File: src/rtl/memshare_access_sched.sv
// Round-robin scheduler that shares one single-port read bank among SHARE_NUM
// requesters. It grants at most one request per cycle and issues it to the bank.
// An owner tag travels alongside each read so the returned data reaches its requester.
module memshare_access_sched #(
  parameter int SHARE_NUM  = 4,
  parameter int ADDR_W     = 6,
  parameter int DATA_W     = 16,
  parameter int MEM_RD_LAT = 2
) (
  input  logic                        sys_clk,
  input  logic                        rst,
  input  logic                        sched_en,
  input  logic [SHARE_NUM-1:0]        rqst_valid,
  input  logic [SHARE_NUM*ADDR_W-1:0] rqst_addr,
  output logic [SHARE_NUM-1:0]        rqst_ready,
  output logic                        mem_rd_en,
  output logic [ADDR_W-1:0]           mem_rd_addr,
  input  logic [DATA_W-1:0]           mem_rd_data,
  output logic [SHARE_NUM-1:0]        rsp_valid,
  output logic [DATA_W-1:0]           rsp_data,
  output logic                        busy
);

  localparam int ID_W = $clog2(SHARE_NUM);

  typedef enum logic [1:0] {IDLE, GRANT, DRAIN} state_t;

  state_t                             state, state_nxt;
  logic [ID_W-1:0]                    rr_ptr;
  logic [ID_W-1:0]                    grant_id;
  logic [ID_W-1:0]                    issue_id;
  logic                               grant_found;
  logic                               handshake;
  logic [ADDR_W-1:0]                  grant_addr;
  logic [MEM_RD_LAT-1:0]              tag_vld;
  logic [MEM_RD_LAT-1:0][ID_W-1:0]    tag_id;

  // Anything issued but not yet returned keeps the scheduler busy.
  assign busy = mem_rd_en | (|tag_vld);

  // Round-robin search: the first valid requester at or after rr_ptr, wrapping.
  always_comb begin
    logic [ID_W:0]   sum;
    logic [ID_W-1:0] cand;
    grant_found = 1'b0;
    grant_id    = '0;
    sum         = '0;
    cand        = '0;
    for (int k = 0; k < SHARE_NUM; k++) begin
      sum = {1'b0, rr_ptr} + (ID_W+1)'(k);
      if (sum >= (ID_W+1)'(SHARE_NUM)) sum = sum - (ID_W+1)'(SHARE_NUM);
      cand = sum[ID_W-1:0];
      if (!grant_found && rqst_valid[cand]) begin
        grant_found = 1'b1;
        grant_id    = cand;
      end
    end
  end

  // Grants are allowed only while enabled and not draining; the grant is one-hot.
  always_comb begin
    handshake  = sched_en && (state != DRAIN) && grant_found;
    rqst_ready = '0;
    if (handshake) rqst_ready[grant_id] = 1'b1;
    grant_addr = '0;
    for (int i = 0; i < SHARE_NUM; i++) begin
      if (grant_id == ID_W'(i)) grant_addr = rqst_addr[i*ADDR_W +: ADDR_W];
    end
  end

  // Next-state logic: DRAIN lets in-flight reads finish before returning to IDLE.
  always_comb begin
    state_nxt = state;
    case (state)
      IDLE:    if (sched_en && (|rqst_valid)) state_nxt = GRANT;
      GRANT: begin
        if (!sched_en)                        state_nxt = busy ? DRAIN : IDLE;
        else if (!(|rqst_valid) && !busy)     state_nxt = IDLE;
      end
      DRAIN:   if (!busy) state_nxt = IDLE;
      default: state_nxt = IDLE;
    endcase
  end

  // State register.
  always_ff @(posedge sys_clk or posedge rst) begin
    if (rst) state <= IDLE;
    else     state <= state_nxt;
  end

  // Register the granted access toward the bank and advance the round-robin pointer.
  always_ff @(posedge sys_clk or posedge rst) begin
    if (rst) begin
      mem_rd_en   <= 1'b0;
      mem_rd_addr <= '0;
      issue_id    <= '0;
      rr_ptr      <= '0;
    end else begin
      mem_rd_en <= handshake;
      if (handshake) begin
        mem_rd_addr <= grant_addr;
        issue_id    <= grant_id;
        rr_ptr      <= (grant_id == ID_W'(SHARE_NUM-1)) ? '0 : grant_id + ID_W'(1);
      end
    end
  end

  // Owner tags shift in lockstep with the bank latency.
  always_ff @(posedge sys_clk or posedge rst) begin
    if (rst) begin
      tag_vld <= '0;
      tag_id  <= '0;
    end else begin
      tag_vld[0] <= mem_rd_en;
      tag_id[0]  <= issue_id;
      for (int k = 1; k < MEM_RD_LAT; k++) begin
        tag_vld[k] <= tag_vld[k-1];
        tag_id[k]  <= tag_id[k-1];
      end
    end
  end

  // Capture returning data and pulse the owner's response valid for one cycle.
  always_ff @(posedge sys_clk or posedge rst) begin
    if (rst) begin
      rsp_valid <= '0;
      rsp_data  <= '0;
    end else begin
      rsp_valid <= '0;
      if (tag_vld[MEM_RD_LAT-1]) begin
        rsp_valid[tag_id[MEM_RD_LAT-1]] <= 1'b1;
        rsp_data                        <= mem_rd_data;
      end
    end
  end

endmodule

File: config.mk
export PLATFORM = sky130hd
export DESIGN_NAME = memshare_access_sched
export DESIGN_NICKNAME = d
export VERILOG_FILES = /design/src/rtl/memshare_access_sched.sv
export SDC_FILE = /design/constraint.sdc
export NUM_CORES = 1
export LEC_CHECK = 0
export ABC_CLOCK_PERIOD_IN_PS = 5750
export CORE_MARGIN = 5
export CORE_UTILIZATION = 45
export DETAILED_ROUTE_END_ITERATION = 12
export DONT_BUFFER_PORTS = 1
export PLACE_DENSITY_LB_ADDON = 0.25
export RECOVER_POWER = 50
export SYNTH_ARGS = -nofsm -noshare
export SYNTH_HDL_FRONTEND = slang
export SYNTH_SLANG_ARGS = --single-unit
export TNS_END_PERCENT = 5
File: constraint.sdc
create_clock -name sys_clk -period 5.75 [get_ports sys_clk]
set_input_delay 0.8625 -clock sys_clk [delete_from_list [all_inputs] [get_ports sys_clk]]
set_output_delay 0.8625 -clock sys_clk [all_outputs]
set_load 0.01 [all_outputs]
* After elaboration in Yosys (flattened, before gate mapping)
Cells that the tools add are included.
** Word-level totals
- Output and inout port bits :: 32
- Word-level logic and storage cells :: 96
- Input bits :: 47
- Register bits :: 39
** Operators by class
- Bitwise logic cells :: 1
- Multiplexer cells :: 37
- Equal/unequal tests :: 9
- Magnitude comparators :: 12
- Add/sub/neg operators :: 8
- Reduce and logical (&&, ||, !) cells :: 19
** Operators with widths (count)
- $mux W2 :: 14
- $mux W6 :: 4
- $lt A2 B3 Y1 const B :: 6
- $mux W1 :: 10
- $ge A3 B3 Y1 const B :: 3
- $logic_and A1 B1 Y1 :: 9
- $bmux W1 S2 :: 4
- $mux W4 :: 2
- $sub A2 B1 Y2 const B :: 4
- $add A2 B2 Y3 const B :: 2
- $eq A2 B2 Y1 const B :: 3
- $ne A2 B2 Y1 const B :: 3
- $pmux W2 S3 :: 1
- $logic_not A1 Y1 :: 5
- $demux W1 S2 :: 2
- $eq A2 B1 Y1 const B :: 2
- $ge A2 B1 Y1 const B :: 2
- $logic_not A2 Y1 :: 2
- $reduce_or A4 Y1 :: 1
- $add A2 B1 Y3 const B :: 1
- $ge A2 B3 Y1 const B :: 1
- $ne A3 B3 Y1 const B :: 1
- $reduce_and A3 Y1 :: 1
- $add A2 B1 Y2 const B :: 1
- 2 further kinds :: 2

* Depth between registers and ports, before layout
- Word-level depth :: 19
- Mapped depth :: 10
- Mapped depth without buffers :: 9

* Worst setup path after synthesis
Ideal clock, no wire load.
- Path type :: input to output
- From :: in rqst_valid[3]
- To :: out rqst_ready[1]
- Data arrival time :: 2296 ps
- Cell stages on the path :: 7
- Required time :: 4888 ps
- Path slack :: 2591 ps
- Path buffers :: 1
- Cells stage by stage :: inv_1 a22o_1 a221oi_1 and2_1 ha_1 clkbuf_1 and2_1
** Between the ends
- Cells in the longest elaborated chain, start to end :: 17
- Elaborated cells between the ends (all ways) :: 29
- Those cells by class :: order compare (2); mux (19); reduce/logical (8)
** Ends and longest elaborated chain
- start: declaration :: RTL line 13 : input logic [SHARE_NUM-1:0] rqst_valid,
- $bmux W1 S2 :: RTL line 53 : if (!grant_found && rqst_valid[cand]) begin
- $mux W1 (not written as such) :: RTL line 53
- $mux W1 :: RTL line 53
- $logic_not A1 Y1 :: RTL line 53
- $logic_and A1 B1 Y1 :: RTL line 53
- $mux W1 :: RTL line 53
- $logic_not A1 Y1 :: RTL line 53
- $logic_and A1 B1 Y1 :: RTL line 53
- (+2 left out)
- $logic_and A1 B1 Y1 :: RTL line 53
- $mux W2 * :: RTL line 53
- net grant_id[0] :: RTL line 30 : logic [ID_W-1:0] grant_id;
- $lt A2 B3 Y1 (not written as such) / $ge A2 B1 Y1 (equally long branches) :: RTL line 64 : if (handshake) rqst_ready[grant_id] = 1'b1;
- $logic_and A1 B1 Y1 (not written as such) :: RTL line 64
- $mux W1 (not written as such) :: RTL line 64
- $demux W1 S2 * :: RTL line 64
- $mux W4 * :: RTL line 64
- end: declaration :: RTL line 15 : output logic [SHARE_NUM-1:0] rqst_ready,
Mark *: on every way through the listed nets, which the timed path passes. The rest lies on a longest branch. The select of a mux whose other input is x is not followed.

* Worst setup path in the final report
- From :: in rqst_valid[3]
- To :: out rqst_ready[3]
Same word-level chain as after synthesis.

==> PnR_summary.wiki <==
{| class="wikitable"
! Metric !! Value
|-
| Drt wl/cell || 17.0 um
|-
| Total DRC errors in the routed layout || 0
|-
| Kind of end point of the critical path || primary output
|-
| CP required || between 4000 and 5000 ps
|-
| Data arrival time at the worst-slack endpoint || 2410 ps
|-
| Count of buffering cells on the critical path with inverters included || 1
|-
| Post-CTS repair timing setup buffer count || 0
|-
| Detailed placement HPWL || 2630 um
|-
| CTS Hold Bufs || 0
|-
| Via/cell ratio || 5.60
|-
| Number of distinct standard cells referenced by the synthesized netlist || 29
|-
| Leakage power figure || between 0.8 and 0.9 nW
|-
| Number of instances in the synthesized netlist || 156
|-
| Final setup violation count || 0
|-
| Max-capacitance violation count || 1
|-
| CTS buffer count || 5
|-
| Status || finished, violations left
|-
| Via count of the routed design || 1142
|-
| Area share of fa/ha/maj cells after synthesis || 0.0289
|-
| Leading cell types in the layout, fill and taps excluded || 39 x dfrtp_1, 16 x a21oi_1, 16 x mux2_2
|-
| Sequential share of the synthesized area || 0.564
|-
| Wire length of the first global-routing pass || 5550 um
|-
| Layout net count || 208
|-
| Xor/xnor cell area share of the yosys netlist || 0
|-
| # diodes || 0
|-
| Clock Sinks || 39
|-
| Worst min-delay path class || reg -> reg
|-
| Main combinational cell family by area after synthesis || compound AO/OA/AOI/OAI gates
|-
| Worst-case headroom to the max-slew limit || -0.344
|-
| Initial core utilization || 0.469
|-
| Placeable core area || 3690 um^2
|-
| Maximum level of the CTS H-tree || 2
|-
| Final hold violation count || 0
|-
| Final routed wirelength across all metal layers || 3470 um
|-
| Total power per unit cell area || 464 nW/um^2
|-
| Synthesized area || 1730 um^2
|-
| First drt pass iteration count || 4
|-
| Sum of negative setup slack || 0 ps
|-
| Area growth from synthesis to final layout || 5.64%
|-
| Final global-route overflow total || 0
|-
| Starting DRC count in detailed routing || 44
|-
| Peak per-stage delay on the critical path || about 420 ps
|-
| Clk_lat worst skew || around 270 ps
|-
| Pins over their slew limit || 40
|-
| Fraction of the mapped netlist area in simple logic gates || 0.121
|-
| Cell family with the largest share of critical-path delay || compound AO/OA/AOI/OAI gates
|-
| Crit Path Category || in -> out
|-
| Routability-driven placement congestion ratio || 0.796
|-
| Multiplexer share of the synthesized area || 0.113
|-
| Setup repair after global routing missed its margin || false
|-
| Number of I/O port buffers || 0
|-
| Clock transition at the registers of the reported paths || 70 ps
|-
| Violated checks || capacitance limit, slew limit
|-
| Clock period minus final worst setup slack || ~3300 ps
|-
| Cell seen most often among critical-path stages || and2_1
|-
| Async SR Flop Fraction || 1.00
|-
| Fill cells || around 360
|-
| Pin count of the biggest net entering global routing || 40
|-
| Warning count from the yosys run || 0
|-
| Synth Area in Compound Gates || 0.127
|-
| Via count of the first global-routing pass || 1227
|-
| Residual antenna-violating net count after detailed routing || 0
|-
| Cell type of the slowest stage on the worst timing path || ha_1
|-
| Proportion of layout cells with a drive suffix above 1 || 0.160
|-
| Antenna violations before repair || 0
|-
| Syn Nets || 207
|-
| Transition at the pin with the smallest max-transition slack || 2020 ps
|-
| Total of flip-flops plus latches after synthesis || 39
|-
| Maximum buffer depth of the clock tree || 2
|-
| Number of enable flip-flop cells after synthesis || 0
|-
| TritonCTS clock tree || yes
|-
| Maximum fanout encountered on the critical timing path || 14
|-
| Setup skew after layout || 6.75 ps
|-
| Tightest hold margin || approximately 360 ps
|-
| Commonest non-fill, non-tap cell in the layout || dfrtp_1
|-
| Most instantiated flip-flop cell in the synthesis netlist || dfrtp_1
|-
| Avg Synthesized Cell Area || roughly 11 um^2
|-
| Floorplan die width || 72.0 um
|-
| Sequence of cells on the critical path || inv_1 -> a22o_1 -> a221oi_1 -> and2_1 -> ha_1 -> and2_1
|-
| Area of the die || 5190 um^2
|-
| Timing-limited maximum frequency || just over 300 MHz
|-
| Element type at the critical path start || primary input
|-
| IR Drop Worst-Case VDD || 0.215 mV
|-
| Final period utilization || 0.569
|-
| Post-CTS sizing || 0
|-
| Rows || 22
|-
| Vert. Die Dim || 72.0 um
|-
| I/O pin count || 79
|-
| Clock tree root buffer cell || clkbuf_8
|-
| Overall track demand over capacity in global routing || 0.138
|}
==> kinds of logic after synthesis <==
| logic type | count (synthesis) |
|---|---|
| AND/OR/NAND/NOR | 42 |
| flip-flops | 39 |
| AO/OA/AOI/OAI | 36 |
| buffers and inverters | 18 |
| multiplexers | 17 |
| adder cells (fa/ha/maj) | 4 |
==> cell type report <==
class	instances	area (um^2)	share of cell area
sequential	39	976	0.534
multi-input combinational	99	674	0.369
clock buffer	6	72.6	0.0397
tap	48	60.1	0.0329
inverter	11	41.3	0.0226
timing repair buffer	1	3.75	0.00205
==> power by group <==
group	internal (W)	switching, W	total [W]
registers	0.000360	0.0000915	0.000451
logic	0.000107	0.000130	0.000237
clock network	0.0000807	0.0000795	0.000160
==> sequential cells by signal, summed over array words and instances (netlist names) <==
signal	cells
mem_rd_addr	6
state	2
tag_vld	2
issue_id	2
rr_ptr	2
mem_rd_en	1
tag_id	4
rsp_data	16
rsp_valid	4
==> worst paths after layout <==
| check | start | endpoint | slack (ps) | cells past startpoint |
|---|---|---|---|---|
| max in group asynchronous | rst | rsp_data[8]$_DFFE_PP0P_ | 3390 | 2 |
| setup / recovery | rqst_valid[3] | rqst_ready[3] | 2480 | 6 |
| setup reg to reg | rr_ptr[0]$_DFFE_PP0P_ | mem_rd_addr[3]$_DFFE_PP0P_ | 3360 | 9 |
| hold / removal | tag_id[0]$_DFF_PP0_ | tag_id[2]$_DFF_PP0_ | 360 | 0 |
| min in group asynchronous | rst | rsp_data[5]$_DFFE_PP0P_ | 1200 | 2 |
| hold reg to reg | tag_id[0]$_DFF_PP0_ | tag_id[2]$_DFF_PP0_ | 360 | 0 |
==> per-layer routing <==
metal  vias to the layer above  global-route usage  wire (um)
met2                        64               0.254       1730
met5                         -                   0          0
met4                         0              0.0564         40
met3                         2              0.0554        344
li1                        533                   -          -
met1                       543               0.138       1350
==> Yosys cell counts, types with 2 or more instances <==
cell type | count | area share
a21oi_1 | 16 | 0.046
a221oi_1 | 7 | 0.035
and2_1 | 5 | 0.018
clkbuf_1 | 4 | 0.0087
dfrtp_1 | 39 | 0.56
ha_1 | 4 | 0.029
inv_1 | 10 | 0.022
mux2_2 | 16 | 0.10
nand2_1 | 12 | 0.026
nand2b_1 | 2 | 0.0072
nor2_1 | 15 | 0.033
nor3b_1 | 2 | 0.0087
o21ai_0 | 8 | 0.023
==> per-stage QoR <==
stage	cell area (um^2)	total power (W)	util	worst slack, ps	cells
after floorplan	1730	0.000643	-	2590	156
after global placement	1760	0.000681	0.477	2490	198
after detailed placement	1760	0.000699	0.477	2460	198
after CTS	1830	0.000864	0.497	2440	204
after global routing	1830	0.000917	0.496	2320	204
final	1830	0.000848	0.496	2480	204
Power figures use the tool's default switching activity.
